## src/rtl/tcp_hs_pkg.sv

```systemverilog
// Shared definitions for the TCP handshake FSMs (client and server).
//   SEQ_W_DEF      : default sequence/ack number width
//   FLAG_*         : bit positions of the segment flags in a packed flag vector
//   hs_state_t     : handshake state encoding, common to both ends
package tcp_hs_pkg;

   localparam int SEQ_W_DEF = 8;

   localparam int FLAG_SYN = 0;
   localparam int FLAG_ACK = 1;
   localparam int FLAG_RST = 2;
   localparam int FLAG_W   = 3;

   // LISTEN and SYN_RCVD are only reached by the server side.
   typedef enum logic [2:0] {
      ST_CLOSED      = 3'd0,
      ST_LISTEN      = 3'd1,
      ST_SYN_SENT    = 3'd2,
      ST_SYN_RCVD    = 3'd3,
      ST_ACK_SEND    = 3'd4,
      ST_ESTABLISHED = 3'd5,
      ST_FAILED      = 3'd6
   } hs_state_t;

endpackage

```

## src/rtl/tcp_hs_timer.sv

```systemverilog
// Loadable down-counter used for handshake retransmit timeouts.
//   clk, reset : clock, synchronous active-high reset (count -> 0)
//   load       : load load_val this cycle (wins over counting)
//   load_val   : reload value
//   en         : count down this cycle
//   expire     : combinational pulse on the last counted cycle (count==1 while enabled)
module tcp_hs_timer #(
   parameter int W = 5
) (
   input  logic         clk,
   input  logic         reset,
   input  logic         load,
   input  logic [W-1:0] load_val,
   input  logic         en,
   output logic         expire
);

   logic [W-1:0] count;

   always_ff @(posedge clk) begin
      if (reset)                      count <= '0;
      else if (load)                  count <= load_val;
      else if (en && (count != '0))   count <= count - 1'b1;
   end

   // A load of N produces expire on the N-th enabled cycle after the load.
   assign expire = en && (count == W'(1));

endmodule

```

## src/rtl/tcp_client_handshake.sv

```systemverilog
// Client (active-open) side of the TCP three-way handshake.
//   clk, reset              : clock, synchronous active-high reset
//   open_req                : start a connection (honoured in CLOSED / FAILED)
//   rx_valid, rx_syn/ack/rst: received segment strobe and flags
//   rx_seq, rx_ack_num      : received sequence / acknowledgement numbers
//   send_syn, send_ack      : one-cycle transmit pulses
//   tx_seq, tx_ack_num      : numbers for the current pulse, held between pulses
//   established, fail       : connection-open and retries-exhausted levels
module tcp_client_handshake #(
   parameter int SEQ_W       = tcp_hs_pkg::SEQ_W_DEF,
   parameter int CLIENT_ISN  = 100,
   parameter int TIMEOUT_CYC = 16,
   parameter int MAX_RETRY   = 3
) (
   input  logic             clk,
   input  logic             reset,
   input  logic             open_req,
   input  logic             rx_valid,
   input  logic             rx_syn,
   input  logic             rx_ack,
   input  logic             rx_rst,
   input  logic [SEQ_W-1:0] rx_seq,
   input  logic [SEQ_W-1:0] rx_ack_num,
   output logic             send_syn,
   output logic             send_ack,
   output logic [SEQ_W-1:0] tx_seq,
   output logic [SEQ_W-1:0] tx_ack_num,
   output logic             established,
   output logic             fail
);
   import tcp_hs_pkg::*;

   localparam int CNT_W = $clog2(TIMEOUT_CYC + 1);
   localparam int RTY_W = (MAX_RETRY < 1) ? 1 : $clog2(MAX_RETRY + 1);
   localparam logic [SEQ_W-1:0] ISN     = SEQ_W'(CLIENT_ISN);
   localparam logic [SEQ_W-1:0] ISN_P1  = ISN + 1'b1;   // wraps mod 2^SEQ_W
   localparam logic [RTY_W-1:0] RTY_MAX = RTY_W'(MAX_RETRY);
   localparam logic [CNT_W-1:0] TMO     = CNT_W'(TIMEOUT_CYC);

   hs_state_t         state, state_n;
   logic [RTY_W-1:0]  retry;
   logic [SEQ_W-1:0]  srv_seq, srv_seq_n;
   logic [FLAG_W-1:0] rx_flags;
   logic              match, rst_hit, expire, tmr_en, tmr_load;
   logic              syn_d, ack_d, retry_clr, retry_inc;

   always_comb begin
      rx_flags           = '0;
      rx_flags[FLAG_SYN] = rx_syn;
      rx_flags[FLAG_ACK] = rx_ack;
      rx_flags[FLAG_RST] = rx_rst;
   end

   assign match   = rx_valid & rx_flags[FLAG_SYN] & rx_flags[FLAG_ACK] & (rx_ack_num == ISN_P1);
   assign rst_hit = rx_valid & rx_flags[FLAG_RST] & (state != ST_CLOSED);
   assign tmr_en  = (state == ST_SYN_SENT);

   tcp_hs_timer #(.W(CNT_W)) u_tmr (
      .clk      (clk),
      .reset    (reset),
      .load     (tmr_load),
      .load_val (TMO),
      .en       (tmr_en),
      .expire   (expire)
   );

   always_ff @(posedge clk) begin
      if (reset) state <= ST_CLOSED;
      else       state <= state_n;
   end

   always_comb begin
      state_n   = state;
      syn_d     = 1'b0;
      ack_d     = 1'b0;
      tmr_load  = 1'b0;
      retry_clr = 1'b0;
      retry_inc = 1'b0;
      srv_seq_n = srv_seq;
      unique case (state)
         ST_CLOSED, ST_FAILED: begin
            if (open_req) begin
               state_n   = ST_SYN_SENT;
               syn_d     = 1'b1;
               tmr_load  = 1'b1;
               retry_clr = 1'b1;
            end
         end
         ST_SYN_SENT: begin
            // A match beats a coincident timer expiry.
            if (match) begin
               state_n   = ST_ACK_SEND;
               ack_d     = 1'b1;
               srv_seq_n = rx_seq;
            end else if (expire) begin
               if (retry < RTY_MAX) begin
                  syn_d     = 1'b1;
                  tmr_load  = 1'b1;
                  retry_inc = 1'b1;
               end else begin
                  state_n = ST_FAILED;
               end
            end
         end
         ST_ACK_SEND:    state_n = ST_ESTABLISHED;
         ST_ESTABLISHED: state_n = ST_ESTABLISHED;
         default:        state_n = ST_CLOSED;
      endcase
      // RST overrides everything decided above.
      if (rst_hit) begin
         state_n   = ST_CLOSED;
         syn_d     = 1'b0;
         ack_d     = 1'b0;
         tmr_load  = 1'b0;
         retry_inc = 1'b0;
         retry_clr = 1'b0;
         srv_seq_n = srv_seq;
      end
   end

   // Outputs are registered from the next-state decision so each pulse lines up
   // with the cycle the FSM occupies the corresponding state.
   always_ff @(posedge clk) begin
      if (reset) begin
         retry       <= '0;
         srv_seq     <= '0;
         send_syn    <= 1'b0;
         send_ack    <= 1'b0;
         tx_seq      <= '0;
         tx_ack_num  <= '0;
         established <= 1'b0;
         fail        <= 1'b0;
      end else begin
         if (retry_clr)      retry <= '0;
         else if (retry_inc) retry <= retry + 1'b1;
         srv_seq  <= srv_seq_n;
         send_syn <= syn_d;
         send_ack <= ack_d;
         if (syn_d) begin
            tx_seq     <= ISN;
            tx_ack_num <= '0;
         end else if (ack_d) begin
            tx_seq     <= ISN_P1;
            tx_ack_num <= srv_seq_n + 1'b1;
         end
         established <= (state_n == ST_ESTABLISHED);
         fail        <= (state_n == ST_FAILED);
      end
   end

endmodule

```

## config.mk

```make
export PLATFORM = sky130hd
export DESIGN_NAME = tcp_client_handshake
export DESIGN_NICKNAME = d
export VERILOG_FILES = /design/src/rtl/tcp_hs_pkg.sv /design/src/rtl/tcp_hs_timer.sv /design/src/rtl/tcp_client_handshake.sv
export SDC_FILE = /design/constraint.sdc
export NUM_CORES = 1
export LEC_CHECK = 0
export BUFFER_PORTS_ARGS = -buffer_cell sky130_fd_sc_hd__buf_2
export CAP_MARGIN = 20
export CORE_ASPECT_RATIO = 0.7
export CORE_MARGIN = 3
export CORE_UTILIZATION = 50
export CTS_CLUSTER_SIZE = 8
export DETAILED_ROUTE_END_ITERATION = 7
export HOLD_SLACK_MARGIN = 0.15
export PLACE_DENSITY = 0.78
export REMOVE_ABC_BUFFERS = 1
export SYNTH_ARGS = -nofsm -noshare
export SYNTH_HDL_FRONTEND = slang
export SYNTH_HIERARCHICAL = 1
export SYNTH_SLANG_ARGS = --single-unit
```

## constraint.sdc

```tcl
create_clock -name clk -period 6.45 [get_ports clk]
set_input_delay 0.3225 -clock clk [delete_from_list [all_inputs] [get_ports clk]]
set_output_delay 0.3225 -clock clk [all_outputs]
set_load 0.01 [all_outputs]
```

==> results.ini <==
[outcome]
status=completed

[global_routing]
antenna_found_initial=0
grt_pass1_wl_um=5595
gr-total-overflow=0
grt_pass1_vias=1273
grt_usage=0.2113
grt_max_degree=18

[layout]
final_cell_mix=38 x buf_2, 26 x dfxtp_1, 19 x a21oi_1
multi_input_area_sq_um=773.2
antenna_cells=0
area_growth_pct=16.62
final_common_cell=buf_2
fill_cells=234
finalNetCount=226
ff_latch_area_sq_um=520.5
drive_above_1_share=0.2778
stdcell_count=232

[clock_tree]
cts_max_path_buffers=2
postCtsSetupBuffers=0
hold_buffers=0
cts_tree=built
clk_latency_ns=0.27
cts_sinks=26
htree_levels=1
post_cts_resized=0
cts_buffers=3
clk_pin_slew_worst_paths_ns=0.08
root_buffer=clkbuf_8

[synth]
yosysUniqueCellTypes=45
synth-compound-area-share=0.2078
synth_edf_count=0
async_flop_share=0
muxShareOfSynthArea=0
ys_seq_elements=26
syn_area_per_cell_sq_um=8.446
yosysTopAreaCellShare=0.3758
syn_inst=164
yosys_warnings=6
synth_top_family_by_area=simple AND/OR/NAND/NOR gates
synth_area_leaders=dfxtp_1 38%, a21oi_1 6.9%, nand3_1 4.0%
yosys.area.top_type=dfxtp_1
synthXorXnorAreaFrac=0.03794
synth-adder-area-share=0.03613
synthFlopType=dfxtp_1
seq_area_frac_synth=0.3758
syn_area_sq_mm=0.001385
yosys.area_share.simple=0.2484

[drt]
avgViaCountPerCell=5.616
avgRoutedWirePerCell_um=14.09
vias=1303
drtPass1Iterations=4
drc=0
antenna_left=0
first_iter_violations=93
wirelength_um=3268

[worst_hold_path]
hold_end=srv_seq[1]$_SDFF_PP0_
hold_start=rx_seq[1]
whs_path_depth=3
hp-class=in -> reg

[place]
pre_cts_slack_ns=3.094
gp_congestion=0.7841
place_inst=228
hpwlAfterDp_um=2465
portBuffers=38

[timing]
drv_slew=0
setup_slack_ns=3.579
setup_viol=0
finalCritPeriodShare=0.4450
clock_skew_ns=0.001709
hold_viol=0
rsz0062_at_grt=no
final.min_clock_period_ns=2.871
fmaxAchievable_ghz=0.3484
tns_ns=0
slew_headroom=0.4415
worst_pin_slew_ns=0.8166

[pwr]
clockPowerShare=0.314
pwr-share-comb=0.160
power.density_mw_per_mm2=200.8
switchingPower_w=0.00008306
vdd_drop_max_mv=0.1466
power_frac_seq=0.526
p_sw_frac=0.2560
p_leak_nw=0.6878
power.internal_w=0.0002414

[floorplanning]
die_height_um=50.04
die-area_sq_mm=0.003448
io-pin-count=43
core_sq_mm=0.002552
num_rows=15
start_util=0.5426
die_x_um=68.91

[run]
cap_violations=0

[critical_path]
arrival_ns=3.05
r2r_start=state[1]$_SDFF_PP0_
crit_type=reg -> reg
end_kind=flop
reg2reg_slack_ns=3.58
reg2reg_depth=9
crit_required_ns=6.63
critPathLaunchType=flop
r2r-end=u_tmr/count[3]$_SDFFE_PP0P_
cp_max_fo=13

-- cell usage after synthesis, types with 2 or more instances --
cell type and count:
buf_2 2, a211oi_1 7, nand2_1 11, nor2_1 9
clkbuf_1 6, conb_1 2, xnor2_1 4, dfxtp_1 26
nand3_1 11, or4b_4 2, a2111oi_0 2, inv_1 7
xor2_1 2, buf_4 7, o21ai_0 6, ha_1 4
nor3_1 7, nor2b_1 4, a21oi_1 19
-- power groups by stage --
stage / Combinational, W / Sequential (W) / Clock (W)
floorplan: 0.0000308 / 0.000173 / 0
global placement: 0.0000482 / 0.000173 / 0
detailed placement: 0.0000506 / 0.000174 / 0
CTS: 0.0000514 / 0.000170 / 0.000104
global route: 0.0000588 / 0.000171 / 0.000114
finish: 0.0000518 / 0.000171 / 0.000102
-- metrics by stage --
| step | area [sq um] | hold WS (ns) | util | power [W] |
|---|---|---|---|---|
| after floorplan | 1315 | 0.3916 | - | 0.0002042 |
| after global placement | 1555 | 0.4492 | 0.6093 | 0.0002213 |
| after detailed placement | 1555 | 0.4797 | 0.6093 | 0.0002244 |
| after CTS | 1610 | 0.3520 | 0.6309 | 0.0003262 |
| after global routing | 1615 | 0.3619 | 0.6328 | 0.0003436 |
| final | 1615 | 0.3651 | 0.6328 | 0.0003244 |
-- how the worst max path moves through the flow --
stage                                    from                     endpoint  slack [ns]  depth (start not counted)
after floorplan                 rx_ack_num[3]   tx_ack_num[6]$_SDFFE_PP0P_        3.66                          9
after global placement    state[1]$_SDFF_PP0_  u_tmr/count[1]$_SDFFE_PP0P_        3.41                          8
after detailed placement  state[1]$_SDFF_PP0_  u_tmr/count[3]$_SDFFE_PP0P_        3.09                          9
after CTS                 state[1]$_SDFF_PP0_  u_tmr/count[3]$_SDFFE_PP0P_        3.07                          9
after global routing      state[1]$_SDFF_PP0_  u_tmr/count[3]$_SDFFE_PP0P_        3.25                          9
final                     state[1]$_SDFF_PP0_  u_tmr/count[3]$_SDFFE_PP0P_        3.58                          9
-- metal layers --
metal | GRT usage | routed length (um) | vias to the layer above
met1 | 0.2742 | 1386 | 585
met4 | 0.08091 | 123 | 0
met2 | 0.3275 | 1522 | 61
li1 | - | - | 642
met3 | 0.05923 | 235 | 15
met5 | 0 | 0 | -
-- registers in the layout, summed over array words and instances, names as in the netlist --
signal       count
tx_ack_num       8
state            3
send_ack         1
u_tmr/count      5
fail             1
send_syn         1
tx_seq           2
srv_seq          2
retry            2
established      1
-- worst max-delay path, cell delays in order, from the launching register on --
cell	delay, ns
dfxtp_1	0.47
nor3b_2	0.67
and4b_2	0.34
nor2b_1	0.19
and3_1	0.23
a21oi_1	0.12
inv_1	0.28
inv_1	0.14
nand3_1	0.11
nor4bb_1	0.24
-- kinds of logic (layout without fill, tap and decap cells) --
logic type                 Yosys count  count (layout)
buffers and inverters               23              50
other                                2               9
AOI/OAI and AO/OA                   44              44
DFF                                 26              26
adders and majority gates            4               4
xor gates and xnor gates             6               6
and+or+nand+nor                     59              59
-- final cells by class --
type                    count  share of cell area
multi-input cells         122              0.4787
well taps                  34             0.02634
clock buffers               4             0.03408
repair buffers             39              0.1224
inverters                   7             0.01627
flip-flops and latches     26              0.3222
No activity file was read; power rests on OpenSTA's default activity.
